## config.mk

```make
export PLATFORM = sky130hd
export DESIGN_NAME = fb_palram_arb
export DESIGN_NICKNAME = d
export VERILOG_FILES = /design/src/rtl/fb_palram_arb.sv
export SDC_FILE = /design/constraint.sdc
export NUM_CORES = 1
export LEC_CHECK = 0
export CAP_MARGIN = 20
export CORE_MARGIN = 4
export CORE_UTILIZATION = 45
export DETAILED_ROUTE_END_ITERATION = 12
export HOLD_SLACK_MARGIN = 0.05
export PLACE_DENSITY = 0.81
export SYNTH_ARGS = -nofsm -noshare
export SYNTH_HDL_FRONTEND = slang
export SYNTH_SLANG_ARGS = --single-unit
```

## constraint.sdc

```tcl
create_clock -name clk_i -period 3.97 [get_ports clk_i]
set_input_delay 0.794 -clock clk_i [delete_from_list [all_inputs] [get_ports clk_i]]
set_output_delay 0.794 -clock clk_i [all_outputs]
set_load 0.01 [all_outputs]
```

## src/rtl/fb_palram_arb.sv

```systemverilog
// Port-A owner of the palette RAM: arbitrates CPU accesses against a block-copy engine.
// Optional colour fade during copies is enabled with the FB_PALRAM_FADE_EN macro.
module fb_palram_arb #(
  parameter int unsigned AW     = 10,
  parameter int unsigned RD_LAT = 2
) (
  input  logic          clk_i,
  input  logic          rst_ni,
  input  logic          cpu_req_i,
  input  logic          cpu_we_i,
  input  logic [7:0]    cpu_sel_i,
  input  logic [AW-1:0] cpu_adr_i,
  input  logic [63:0]   cpu_dat_i,
  output logic          cpu_ack_o,
  output logic [63:0]   cpu_dat_o,
  input  logic          cp_start_i,
  input  logic          cp_abort_i,
  input  logic [AW-1:0] cp_src_i,
  input  logic [AW-1:0] cp_dst_i,
  input  logic [AW:0]   cp_cnt_i,
  input  logic [7:0]    cp_level_i,
  output logic          cp_busy_o,
  output logic          cp_done_o,
  output logic          ram_ena_o,
  output logic [7:0]    ram_wea_o,
  output logic [AW-1:0] ram_addra_o,
  output logic [63:0]   ram_dina_o,
  input  logic [63:0]   ram_douta_i
);

  localparam int unsigned CW = AW + 1;

  typedef enum logic [3:0] {
    IDLE, CRD, CW1, CW2, CWR, CACK, ERD, EW1, EW2, EWR, DONE
  } state_t;

  state_t        state_q, nxt;
  logic          last_cpu_q;
  logic          abort_q;
  logic [AW-1:0] src_q, dst_q;
  logic [CW-1:0] cnt_q, idx_q, idx_nxt;
  logic          start_ok, start_run, abort_any, eng_pend, arb;
  logic [AW-1:0] eng_rd_adr;
  logic [63:0]   eng_data;
  logic          unused_cfg;

`ifdef FB_PALRAM_FADE_EN
  logic [7:0] level_q;

  // Colour bytes scaled by level/256, alpha bytes 3 and 7 untouched.
  function automatic logic [63:0] fade(input logic [63:0] w, input logic [7:0] lvl);
    logic [15:0] p;
    fade = w;
    for (int b = 0; b < 8; b++) begin
      if (b != 3 && b != 7) begin
        p = 16'(w[8*b +: 8]) * 16'(lvl);
        fade[8*b +: 8] = p[15:8];
      end
    end
  endfunction

  assign eng_data   = fade(ram_douta_i, level_q);
  assign unused_cfg = 1'(RD_LAT);
`else
  assign eng_data   = ram_douta_i;
  assign unused_cfg = ^{cp_level_i, 1'(RD_LAT)};
`endif

  // Next state; IDLE and a non-final EWR are the arbitration points.
  always_comb begin
    start_ok   = cp_start_i && !cp_busy_o && !cp_abort_i;
    start_run  = start_ok && (cp_cnt_i != '0);
    abort_any  = abort_q || cp_abort_i;
    idx_nxt    = CW'(idx_q + CW'(1));
    eng_pend   = cp_busy_o || start_run;
    arb        = 1'b0;
    nxt        = state_q;
    case (state_q)
      IDLE: arb = 1'b1;
      CRD:  nxt = CW1;
      CW1:  nxt = CW2;
      CW2:  nxt = CACK;
      CWR:  nxt = CACK;
      CACK: nxt = IDLE;
      ERD:  nxt = EW1;
      EW1:  nxt = EW2;
      EW2:  nxt = EWR;
      EWR: begin
        if (abort_any || idx_nxt == cnt_q) nxt = DONE;
        else arb = 1'b1;
      end
      DONE:    nxt = IDLE;
      default: nxt = IDLE;
    endcase
    if (arb) begin
      if (cpu_req_i && (!eng_pend || !last_cpu_q)) nxt = cpu_we_i ? CWR : CRD;
      else if (eng_pend) nxt = (cp_busy_o && (abort_any || idx_q == cnt_q)) ? DONE : ERD;
      else nxt = IDLE;
    end
    // First word of a fresh copy reads straight from the start inputs.
    if (start_run) eng_rd_adr = cp_src_i;
    else if (state_q == EWR) eng_rd_adr = AW'(src_q + idx_nxt[AW-1:0]);
    else eng_rd_adr = AW'(src_q + idx_q[AW-1:0]);
  end

  always_ff @(posedge clk_i) begin
    if (!rst_ni) begin
      state_q     <= IDLE;
      last_cpu_q  <= 1'b0;
      abort_q     <= 1'b0;
      src_q       <= '0;
      dst_q       <= '0;
      cnt_q       <= '0;
      idx_q       <= '0;
`ifdef FB_PALRAM_FADE_EN
      level_q     <= '0;
`endif
      cpu_ack_o   <= 1'b0;
      cpu_dat_o   <= '0;
      cp_busy_o   <= 1'b0;
      cp_done_o   <= 1'b0;
      ram_ena_o   <= 1'b0;
      ram_wea_o   <= '0;
      ram_addra_o <= '0;
      ram_dina_o  <= '0;
    end else begin
      state_q   <= nxt;
      cpu_ack_o <= 1'b0;
      cp_done_o <= 1'b0;
      ram_ena_o <= 1'b0;
      ram_wea_o <= '0;
      if (cp_abort_i && cp_busy_o) abort_q <= 1'b1;
      if (start_ok) begin
        src_q     <= cp_src_i;
        dst_q     <= cp_dst_i;
        cnt_q     <= cp_cnt_i;
        idx_q     <= '0;
`ifdef FB_PALRAM_FADE_EN
        level_q   <= cp_level_i;
`endif
        cp_busy_o <= (cp_cnt_i != '0);
        cp_done_o <= (cp_cnt_i == '0);
      end
      if (state_q == EWR) idx_q <= idx_nxt;
      // Registered RAM/handshake outputs for the state being entered.
      case (nxt)
        CRD: begin
          ram_ena_o   <= 1'b1;
          ram_addra_o <= cpu_adr_i;
          last_cpu_q  <= 1'b1;
        end
        CWR: begin
          ram_ena_o   <= 1'b1;
          ram_wea_o   <= cpu_sel_i;
          ram_addra_o <= cpu_adr_i;
          ram_dina_o  <= cpu_dat_i;
          last_cpu_q  <= 1'b1;
        end
        CACK: begin
          cpu_ack_o <= 1'b1;
          if (state_q == CW2) cpu_dat_o <= ram_douta_i;
        end
        ERD: begin
          ram_ena_o   <= 1'b1;
          ram_addra_o <= eng_rd_adr;
          last_cpu_q  <= 1'b0;
        end
        EWR: begin
          ram_ena_o   <= 1'b1;
          ram_wea_o   <= 8'hFF;
          ram_addra_o <= AW'(dst_q + idx_q[AW-1:0]);
          ram_dina_o  <= eng_data;
        end
        DONE: begin
          cp_done_o <= 1'b1;
          cp_busy_o <= 1'b0;
          abort_q   <= 1'b0;
        end
        default: ;
      endcase
    end
  end

endmodule
```

==> flow_summary.ini, run 1 <==
[setup_path]
cp_num_buf_inv = 2
slowest_stage = a2111oi_1
cpPeakStageDelay_ns = 0.57
cp.arrival_ns = 3.90
crit_chain = nor2_1 -> nand3_1 -> clkinv_1 -> buf_4 -> nand2_1 -> nand2_1 -> ha_1 -> a21o_1 -> a21oi_1 -> o21bai_1 -> a2111oi_1 -> o41ai_1 -> xnor2_1 -> mux2i_1 -> o22ai_1 -> o211a_1
critPathLaunchType = flop
crit_path_frequent_cell = nand2_1
path_class = flop to flop
cpLargestDelayFamily = compound AO/OA/AOI/OAI gates
cp-end-kind = flop
critPathMaxFanout = 9
cp.required_ns = 4.29

[clock_tree]
ctsResizeCount = 0
clkSinkCount = 198
clock-root-buffer = clkbuf_16
cts.path.max_buffers = 2
hold_buffers = 0
postCtsSetupBuffers = 0
clk_latency_ns = 0.43
clk_transition_reported_paths_ns = 0.07
numCtsBuffers = 17
ctsHtreeMaxLevel = 4
cts_tree = built

[yosys]
syn-num-nets = 1399
yosysWarnings = 0
ys_ff_latch = 198
async_flop_share_pct = 0
synth.cell_area_um2 = 9343
synthSimpleGateAreaFrac_pct = 21.64
synth_top_family_by_area = compound AO/OA/AOI/OAI gates
synth_area_leaders = dfxtp_1, nand2_1, a21boi_0, a31oi_1, o21ai_0
seq_area_frac_synth_pct = 42.43
synth-adder-area-share_pct = 3.107
synth_cell_types = 63
yosysTopAreaCell = dfxtp_1
synth.mux.area_fraction_pct = 0.6428
synth_edf_count = 0
synthCells = 1186
synth-xor-area-share_pct = 3.736
yosysTopAreaCellShare_pct = 42.43
avgSynthCellArea_um2 = 7.877
synth_compound_area_share_pct = 23.72
ys.flop_type = dfxtp_1

[grt]
globalRouteOverflowTotal = 0
grt_pass1_wl_um = 48890
grt_usage_pct = 26.13
grt_max_degree = 78
grt_pass1_vias = 8908
antenna_found_initial = 6

[layout]
regArea_um2 = 3964
final_common_cell = nand2_1
multiInputGateArea_um2 = 4965
fill_cells = 1722
final_cell_mix = nand2_1, clkdlybuf4s50_1, dfxtp_1, a21boi_0, a31oi_1
area_growth_pct = 44.06
fin_nets = 1686
fin_area_um2 = 13460
layout-drive-gt1-share_pct = 5.316
layout.cells.non_filler = 1760

[sta]
hold_violations = 0
rsz0062_at_grt = false
worst_pin_slew_ns = 0.7649
finalSetupTns_ns = 0
setup_violations = 0
relSlewSlack_pct = 49.01
drv_slew = 0
finalClockSkew_ns = 0.01229
setup_ws_ns = 0.3927
final.min_clock_period_ns = 3.577
post-route-period-util_pct = 90.11
fmax_ghz = 0.2795

[place]
io_buffers = 332
postPlaceCellArea_um2 = 12860
dpl.cell_count = 1724
dp_hpwl_um = 23440
gp_congestion = 0.9176
post-place-ws_ns = 0.3617

[power_and_ir_drop]
p_total_w = 0.007243
powerDensity_nw_per_um2 = 538.2
irDropWorstVdd_mv = 0.2855
leakagePower_nw = 5.031

[detailed_routing]
num_vias = 9457
wl_per_cell_um = 18.11
vias_per_cell = 5.373
drt_iter0_drc = 725
drcViolationCount = 0
wirelength_um = 31870
dr.pass1.iters = 5
ant_nets = 0

[floorplan]
core.rowCount = 52
die_area_um2 = 23130
die_h_um = 152.1
initial_utilization_pct = 46.02
die_width_um = 152.1
io_pins = 341
core_um2 = 20300

[flow_run]
cap_violations = 0

[status]
status = finished, final reports clean

[hold_path]
hold_class = flop to flop
## final cells by class
type	instances	area share [%]
Antenna cell	4	0.07437
Clock buffer	18	3.189
Clock inverter	14	1.199
Inverter	11	0.3068
Multi-Input combinational cell	889	36.89
Sequential cell	198	29.45
Tap cell	270	2.510
Timing Repair Buffer	356	26.38
## sequential cells by signal, indices dropped and copies added, names as in the netlist, 4 cells and up
signal and count:
cnt_q 11, ram_addra_o 10, cpu_dat_o 64, ram_dina_o 64, ram_wea_o 8, dst_q 10
src_q 10, state_q 4, idx_q 11
## worst min-delay path, stage by stage (launching register included)
cell,delay (ns)
dfxtp_1,0.31
nand2_1,0.04
a21boi_0,0.06
## per-layer routing
| layer | share of wire, % | vias up | GRT usage (%) | wire (µm) |
|---|---|---|---|---|
| met4 | 3.4 | 4 | 10.27 | 1071 |
| met1 | 40 | 4411 | 30.72 | 12610 |
| li1 | - | 4629 | - | - |
| met2 | 51 | 342 | 46.38 | 16190 |
| met5 | 0.085 | - | 0 | 27 |
| met3 | 6.2 | 71 | 5.717 | 1974 |
## synthesized netlist by cell type, drive strengths merged (2+ instances only)
cell type / count
nor4: 5
o221a: 4
o211a: 4
nand3: 11
mux2i: 6
xor2: 15
clkbuf: 67
o21a: 4
o211ai: 3
nand2b: 7
a21oi: 45
or2: 3
a31oi: 67
xnor2: 24
o21bai: 5
o31ai: 2
and3: 5
ha: 20
nor2b: 9
nor2: 48
a211oi: 4
a2111oi: 2
o22ai: 8
and2: 7
nand3b: 2
a22oi: 2
inv: 10
nand4: 4
nor3: 11
or4b: 2
and4: 2
or3: 2
dfxtp: 198
a21boi: 98
fa: 2
buf: 21
nand2: 359
o21ai: 85
and3b: 2
a21o: 4
## power breakdown
part           total, W  internal [W]  switching (W)
Combinational   0.00280       0.00139        0.00141
Clock           0.00173      0.000899       0.000833
Sequential      0.00271       0.00246       0.000253
## per-stage QoR
step | utilization [%] | hold slack (ns)
after floorplan | - | 0.4374
after global placement | 63.34 | 0.4500
after detailed placement | 63.34 | 0.4549
after CTS | 66.25 | 0.4646
after global routing | 66.30 | 0.4861
final | 66.30 | 0.4614
## cells by family (layout without fill, tap and decap cells)
group,count (synthesis),in the layout
flip-flops,198,198
adder cells (fa/ha/maj),22,22
AO/OA/AOI/OAI,341,341
multiplexers,6,6
other,0,4
AND/OR/NAND/NOR,481,481
XOR/XNOR,39,39
buffers and inverters,99,399
## path summary, 6_finish.rpt
| kind | slack, ns | cells after the start | start | to |
|---|---|---|---|---|
| min | 0.46 | 2 | cpu_dat_o[0] | cpu_dat_o[0] |
| max | 0.39 | 16 | state_q[2] | ram_addra_o[9] |
| min reg2reg | 0.46 | 2 | cpu_dat_o[0] | cpu_dat_o[0] |
| max reg2reg | 0.39 | 16 | state_q[2] | ram_addra_o[9] |
(Power assumes the default switching activity.)
==> run 2, diff against run 1 <==
--- a/config.mk
+++ b/config.mk
@@ -11,6 +11,8 @@
 export DETAILED_ROUTE_END_ITERATION = 12
 export HOLD_SLACK_MARGIN = 0.05
 export PLACE_DENSITY = 0.81
+export RECOVER_POWER = 25
+export SKIP_LAST_GASP = 1
 export SYNTH_ARGS = -nofsm -noshare
 export SYNTH_HDL_FRONTEND = slang
 export SYNTH_SLANG_ARGS = --single-unit
==> run 2 against run 1 <==
Net effect:
- the run now ends with max-capacitance violations, max-slew violations left
- via count hardly changed
- register-to-register slack got worse by 0.04 ns
- critical path depth decreased by 4
- routed wire length barely moved
- count of clock-buffer cells in the layout unchanged
- first-iteration DRC count decreased by 5.1%
- die area unchanged
- critical endpoint is now ram_dina_o[36]
- largest power group unchanged
==> flow_summary.ini, run 2 (synthesized netlist as in run 1, its figures left out) <==
[grt]
grt_pass1_vias = 8908
grt-busiest-layer = met2
grt_pass1_wl_um = 48890
grt_use_met3_pct = 5.717
met2_usage_pct = 46.38
globalRouteOverflowTotal = 0
antenna_found_initial = 6
use_met1_pct = 30.72
grt_usage_pct = 26.13
grt_max_degree = 78

[sta]
final.min_clock_period_ns = 3.613
hold_slack_ns = 0.4613
drv_slew = 77
hold_violations = 0
rsz0062_at_grt = false
finalSetupTns_ns = 0
relSlewSlack_pct = -94.74
setup_violations = 0
finalClockSkew_ns = 0.01211
post-route-period-util_pct = 91.02
worst_pin_slew_ns = 2.921
fmax_ghz = 0.2767

[detailed_routing]
wl_per_cell_um = 18.10
drcViolationCount = 0
vias_per_cell = 5.377
num_vias = 9464
ant_nets = 0
dr.pass1.iters = 5
drt_iter0_drc = 688
wirelength_um = 31850

[clock_tree]
clock-root-buffer = clkbuf_16
clkSinkCount = 198
clk_transition_reported_paths_ns = 0.08
numCtsBuffers = 17
ctsHtreeMaxLevel = 4
clk_latency_ns = 0.43
cts.path.max_buffers = 2
postCtsSetupBuffers = 0
ctsResizeCount = 0
hold_buffers = 0
cts_tree = built

[setup_path]
rrSetupSlack_ns = 0.36
cp-end-kind = flop
cpPeakStageDelay_ns = 0.57
ff2ff_path_depth = 12
crit_path_frequent_cell = buf_12
cp.required_ns = 4.31
cp.arrival_ns = 3.96
slowest_stage = or4b_4
rr_startpoint = idx_q[1]
reg2reg_to = ram_dina_o[36]
crit_chain = ha_1 -> nand2b_1 -> a21oi_1 -> or4b_4 -> nor4_4 -> o21a_2 -> o21ai_1 -> o31ai_4 -> buf_12 -> buf_12 -> o21ai_0 -> a31oi_1
critPathMaxFanout = 48
critPathLaunchType = flop
path_class = flop to flop

[power_and_ir_drop]
internal-power_w = 0.004722
irDropWorstVdd_mv = 0.2854
switching_share_pct = 34.49
switching_power_w = 0.002486
p_seq_share_pct = 37.6
powerDensity_nw_per_um2 = 535.9
clkPwrFrac_pct = 24.0
leakagePower_nw = 5.114
pwr-share-comb_pct = 38.4

[hold_path]
hold_class = flop to flop
holdPathEnd = cpu_dat_o[0]
worstHoldPathCells = 2
hold_start = cpu_dat_o[0]

[layout]
multiInputGateArea_um2 = 4965
area_growth_pct = 43.97
layout-drive-gt1-share_pct = 5.249
fin_nets = 1686
final_cell_mix = nand2_1, clkdlybuf4s50_1, dfxtp_1, a21boi_0, a31oi_1
final_common_cell = nand2_1
regArea_um2 = 3964
fill_cells = 1725
reg_top3 = cpu_dat_o (64), ram_dina_o (64)
final_util_pct = 66.26

[flow_run]
cap_violations = 1

[status]
violations = max-capacitance violations, max-slew violations
status = finished with violations

[place]
dp_hpwl_um = 23440
gp_congestion = 0.9176
io_buffers = 332

[floorplan]
die_area_um2 = 23130
core_um2 = 20300
io_pins = 341
core.rowCount = 52
initial_utilization_pct = 46.02
die_h_um = 152.1
die_width_um = 152.1
[run 2: cell count changes in the layout (fill, tap and decap cells not counted)]
cell / before / now
clkbuf_2: 0 / 2
dlygate4sd3_1: 0 / 28
clkbuf_1: 1 / 2
clkdlybuf4s50_1: 331 / 303
buf_4: 21 / 18
[run 2: final cells by class]
cell class                 count  area share (%)
inverter                      11          0.3070
timing repair buffer         356           26.33
sequential                   198           29.47
clock buffer                  18           3.191
clock inverter                14           1.200
tap                          270           2.512
antenna                        4         0.07442
multi-input combinational    889           36.91
[run 2: worst max-delay path: cells and delay by family, from the launching register on]
| kind | cells | cell delay [ns] |
|---|---|---|
| AO/OA/AOI/OAI | 6 | 1.10 |
| adder cells (fa/ha/maj) | 1 | 0.38 |
| buffers and inverters | 2 | 0.48 |
| flip-flops | 1 | 0.53 |
| AND/OR/NAND/NOR | 3 | 1.03 |
[run 2: worst max path at each step]
stage | from | to | slack [ns] | cells after the start
after floorplan | state_q[3] | ram_addra_o[8] | 0.65 | 16
after global placement | cp_cnt_i[2] | ram_dina_o[31] | 0.41 | 10
after detailed placement | cp_cnt_i[2] | ram_dina_o[14] | 0.36 | 10
after CTS | state_q[2] | ram_addra_o[9] | 0.35 | 16
after global routing | idx_q[0] | ram_dina_o[37] | 0.12 | 12
final | idx_q[1] | ram_dina_o[36] | 0.36 | 12
[run 2: metal layers]
layer  vias to the layer above  wire length [µm]
li1                       4630                 -
met1                      4407             12500
met2                       361             16260
met3                        62              2090
met4                         4               973
met5                         -                27
[run 2: per-stage QoR]
step	setup WS [ns]	cell area [µm²]	cells	total power, W
finish	0.3566	13450	1760	0.007209
floorplan	0.6529	9343	1186	0.004063
global placement	0.4058	12860	1724	0.005465
CTS	0.3531	13450	1756	0.007274
global route	0.1224	13450	1760	0.007597
detailed placement	0.3617	12860	1724	0.005533
[run 2: power groups by stage]
stage	combinational (W)	clock (W)	sequential, W
floorplan	0.00113	0	0.00293
global placement	0.00273	0	0.00273
detailed placement	0.00278	0	0.00275
CTS	0.00280	0.00177	0.00271
global route	0.00298	0.00185	0.00276
finish	0.00277	0.00173	0.00271
==> run 3, diff against run 2 <==
--- a/config.mk
+++ b/config.mk
@@ -9,6 +9,7 @@
 export CORE_MARGIN = 4
 export CORE_UTILIZATION = 45
 export DETAILED_ROUTE_END_ITERATION = 12
+export GPL_TIMING_DRIVEN = 0
 export HOLD_SLACK_MARGIN = 0.05
 export PLACE_DENSITY = 0.81
 export RECOVER_POWER = 25
==> run 3 against run 2 <==
Net effect:
- design area is 1.1% higher
- combinational power hardly changed
- flip-flop and latch count stayed put
- setup slack worse by 0.034 ns
- routed wire length is 5.9% higher
- fmax is 0.94% lower
- clock power hardly changed
- utilization is 0.75 points higher
- highest routed layer unchanged
- the run now ends clean
==> flow_summary.ini, run 3 (synthesized netlist as in run 1, its figures left out) <==
[status]
status = finished, final reports clean

[sta]
hold_violations = 0
drv_slew = 0
worst_pin_slew_ns = 0.9217
finalClockSkew_ns = 0.01463
post-route-period-util_pct = 91.88
relSlewSlack_pct = 38.32
fmax_ghz = 0.2741
setup_violations = 0
rsz0062_at_grt = false
final.min_clock_period_ns = 3.648
finalSetupTns_ns = 0
setup_ws_ns = 0.3222

[setup_path]
cpLargestDelayFamily = simple AND/OR/NAND/NOR gates
cp.required_ns = 4.35
rr_startpoint = state_q[1]
slowest_stage = dlygate4sd3_1
cp.arrival_ns = 4.03
critPathLaunchType = input port
crit_chain = dlygate4sd3_1 -> nand2b_1 -> nor2_1 -> nand2_1 -> a311oi_1 -> or4b_1 -> buf_6 -> buf_8 -> a211oi_2 -> o221a_1
cp-end-kind = flop
cpPeakStageDelay_ns = 0.56
path_class = input port to flop
crit_start = cp_abort_i
cp_num_buf_inv = 3
critPathMaxFanout = 10

[power_and_ir_drop]
p_total_w = 0.007178
internal-power_w = 0.004619
pwr-share-comb_pct = 38.2
clkPwrFrac_pct = 23.9
powerDensity_nw_per_um2 = 527.7
leakagePower_nw = 5.342
switching_share_pct = 35.66
switching_power_w = 0.002560
irDropWorstVdd_mv = 0.3050
p_seq_share_pct = 37.9

[clock_tree]
clkSinkCount = 198
clock-root-buffer = clkbuf_16
hold_buffers = 0
ctsResizeCount = 2
cts.path.max_buffers = 2
cts_tree = built
ctsHtreeMaxLevel = 4
clk_latency_ns = 0.44
clk_transition_reported_paths_ns = 0.07
postCtsSetupBuffers = 0
numCtsBuffers = 17

[grt]
grt_pass1_wl_um = 51000
globalRouteOverflowTotal = 0
grt_max_degree = 21
grt_pass1_vias = 8901
grt_usage_pct = 27.47
antenna_found_initial = 4

[flow_run]
cap_violations = 0

[detailed_routing]
routed.top_layer = met5
dr.pass1.iters = 5
wl_per_cell_um = 18.50
met3_length_um = 2145
drt_iter0_drc = 664
ant_nets = 0
vias_per_cell = 5.418
num_vias = 9871
wl_met1_um = 13370
wl_met2_um = 17030
wirelength_um = 33720
drcViolationCount = 0

[floorplan]
die_h_um = 152.1
die_width_um = 152.1
die_area_um2 = 23130
initial_utilization_pct = 46.02
core.rowCount = 52
core_um2 = 20300
io_pins = 341

[layout]
area_growth_pct = 45.60
final_util_pct = 67.01
fin_nets = 1749
layout-drive-gt1-share_pct = 4.971
regArea_um2 = 3964
final_common_cell = nand2_1
fill_cells = 1731
reg_top3 = cpu_dat_o (64), ram_dina_o (64)
multiInputGateArea_um2 = 4951
final_cell_mix = nand2_1, clkdlybuf4s50_1, dfxtp_1, a21boi_0, dlygate4sd3_1

[hold_path]
hold_start = cpu_dat_o[1]
hold_class = flop to flop

[place]
post-place-ws_ns = -0.04144
dp_hpwl_um = 26570
io_buffers = 331
gp_congestion = 0.9089
-- run 3: cell types whose count changed in the layout (fill, tap and decap cells not counted), moves of 2 or more --
| cell | delta |
|---|---|
| clkbuf_1 | +64 |
| clkdlybuf4s50_1 | -55 |
| dlygate4sd3_1 | +55 |
| buf_4 | -12 |
| buf_2 | +11 |
| buf_12 | -4 |
| buf_6 | +3 |
| clkinv_8 | +2 |
| nor2_1 | +2 |
-- run 3: worst paths after layout --
check                   end  slack [ns]  cells after the start
min reg2reg    cpu_dat_o[1]        0.46                      2
min            cpu_dat_o[1]        0.46                      2
max          ram_addra_o[7]        0.32                     10
max reg2reg  ram_addra_o[8]        0.33                     16
-- run 3: worst register-to-register path, cell delays in order (launching register included) --
cell,delay (ns)
dfxtp_1,0.48
nor2_4,0.12
nand3_2,0.19
clkinv_2,0.18
ha_1,0.35
inv_1,0.05
ha_1,0.20
fa_1,0.42
a21o_1,0.20
a21oi_1,0.24
o21bai_1,0.10
a21oi_1,0.27
o21ai_0,0.16
xor2_1,0.15
mux2i_1,0.14
nor2_1,0.06
o221a_2,0.22
-- run 3: final cells by class --
cell class              count  share of cell area, %
well taps                 270                  2.483
clock buffers              18                  3.155
diodes                      3                0.05519
inverters                  11                 0.3127
plain buffers              88                  2.962
flip-flops and latches    198                  29.14
clock inverters            14                  1.141
multi-input cells         889                  36.40
repair buffers            331                  24.36
-- run 3: through the flow --
step,hold slack [ns],instance area [µm²],instances
after floorplan,0.4374,9343,1186
after global placement,0.4500,12990,1787
after detailed placement,0.4560,12990,1787
after CTS,0.4662,13580,1819
after global routing,0.4781,13600,1822
final,0.4600,13600,1822
-- run 3: layer usage --
metal  track usage (%)  vias up
met3             5.830       74
met5                 0        -
li1                  -     4767
met4             8.990        2
met2             49.34      392
met1             32.66     4636
-- run 3: power groups by stage --
stage | Sequential [W] | Clock (W) | Combinational, W
after detailed placement | 0.00276 | 0 | 0.00281
after CTS | 0.00272 | 0.00174 | 0.00282
after global routing | 0.00277 | 0.00182 | 0.00297
after global placement | 0.00275 | 0 | 0.00278
final | 0.00272 | 0.00171 | 0.00275
after floorplan | 0.00293 | 0 | 0.00113
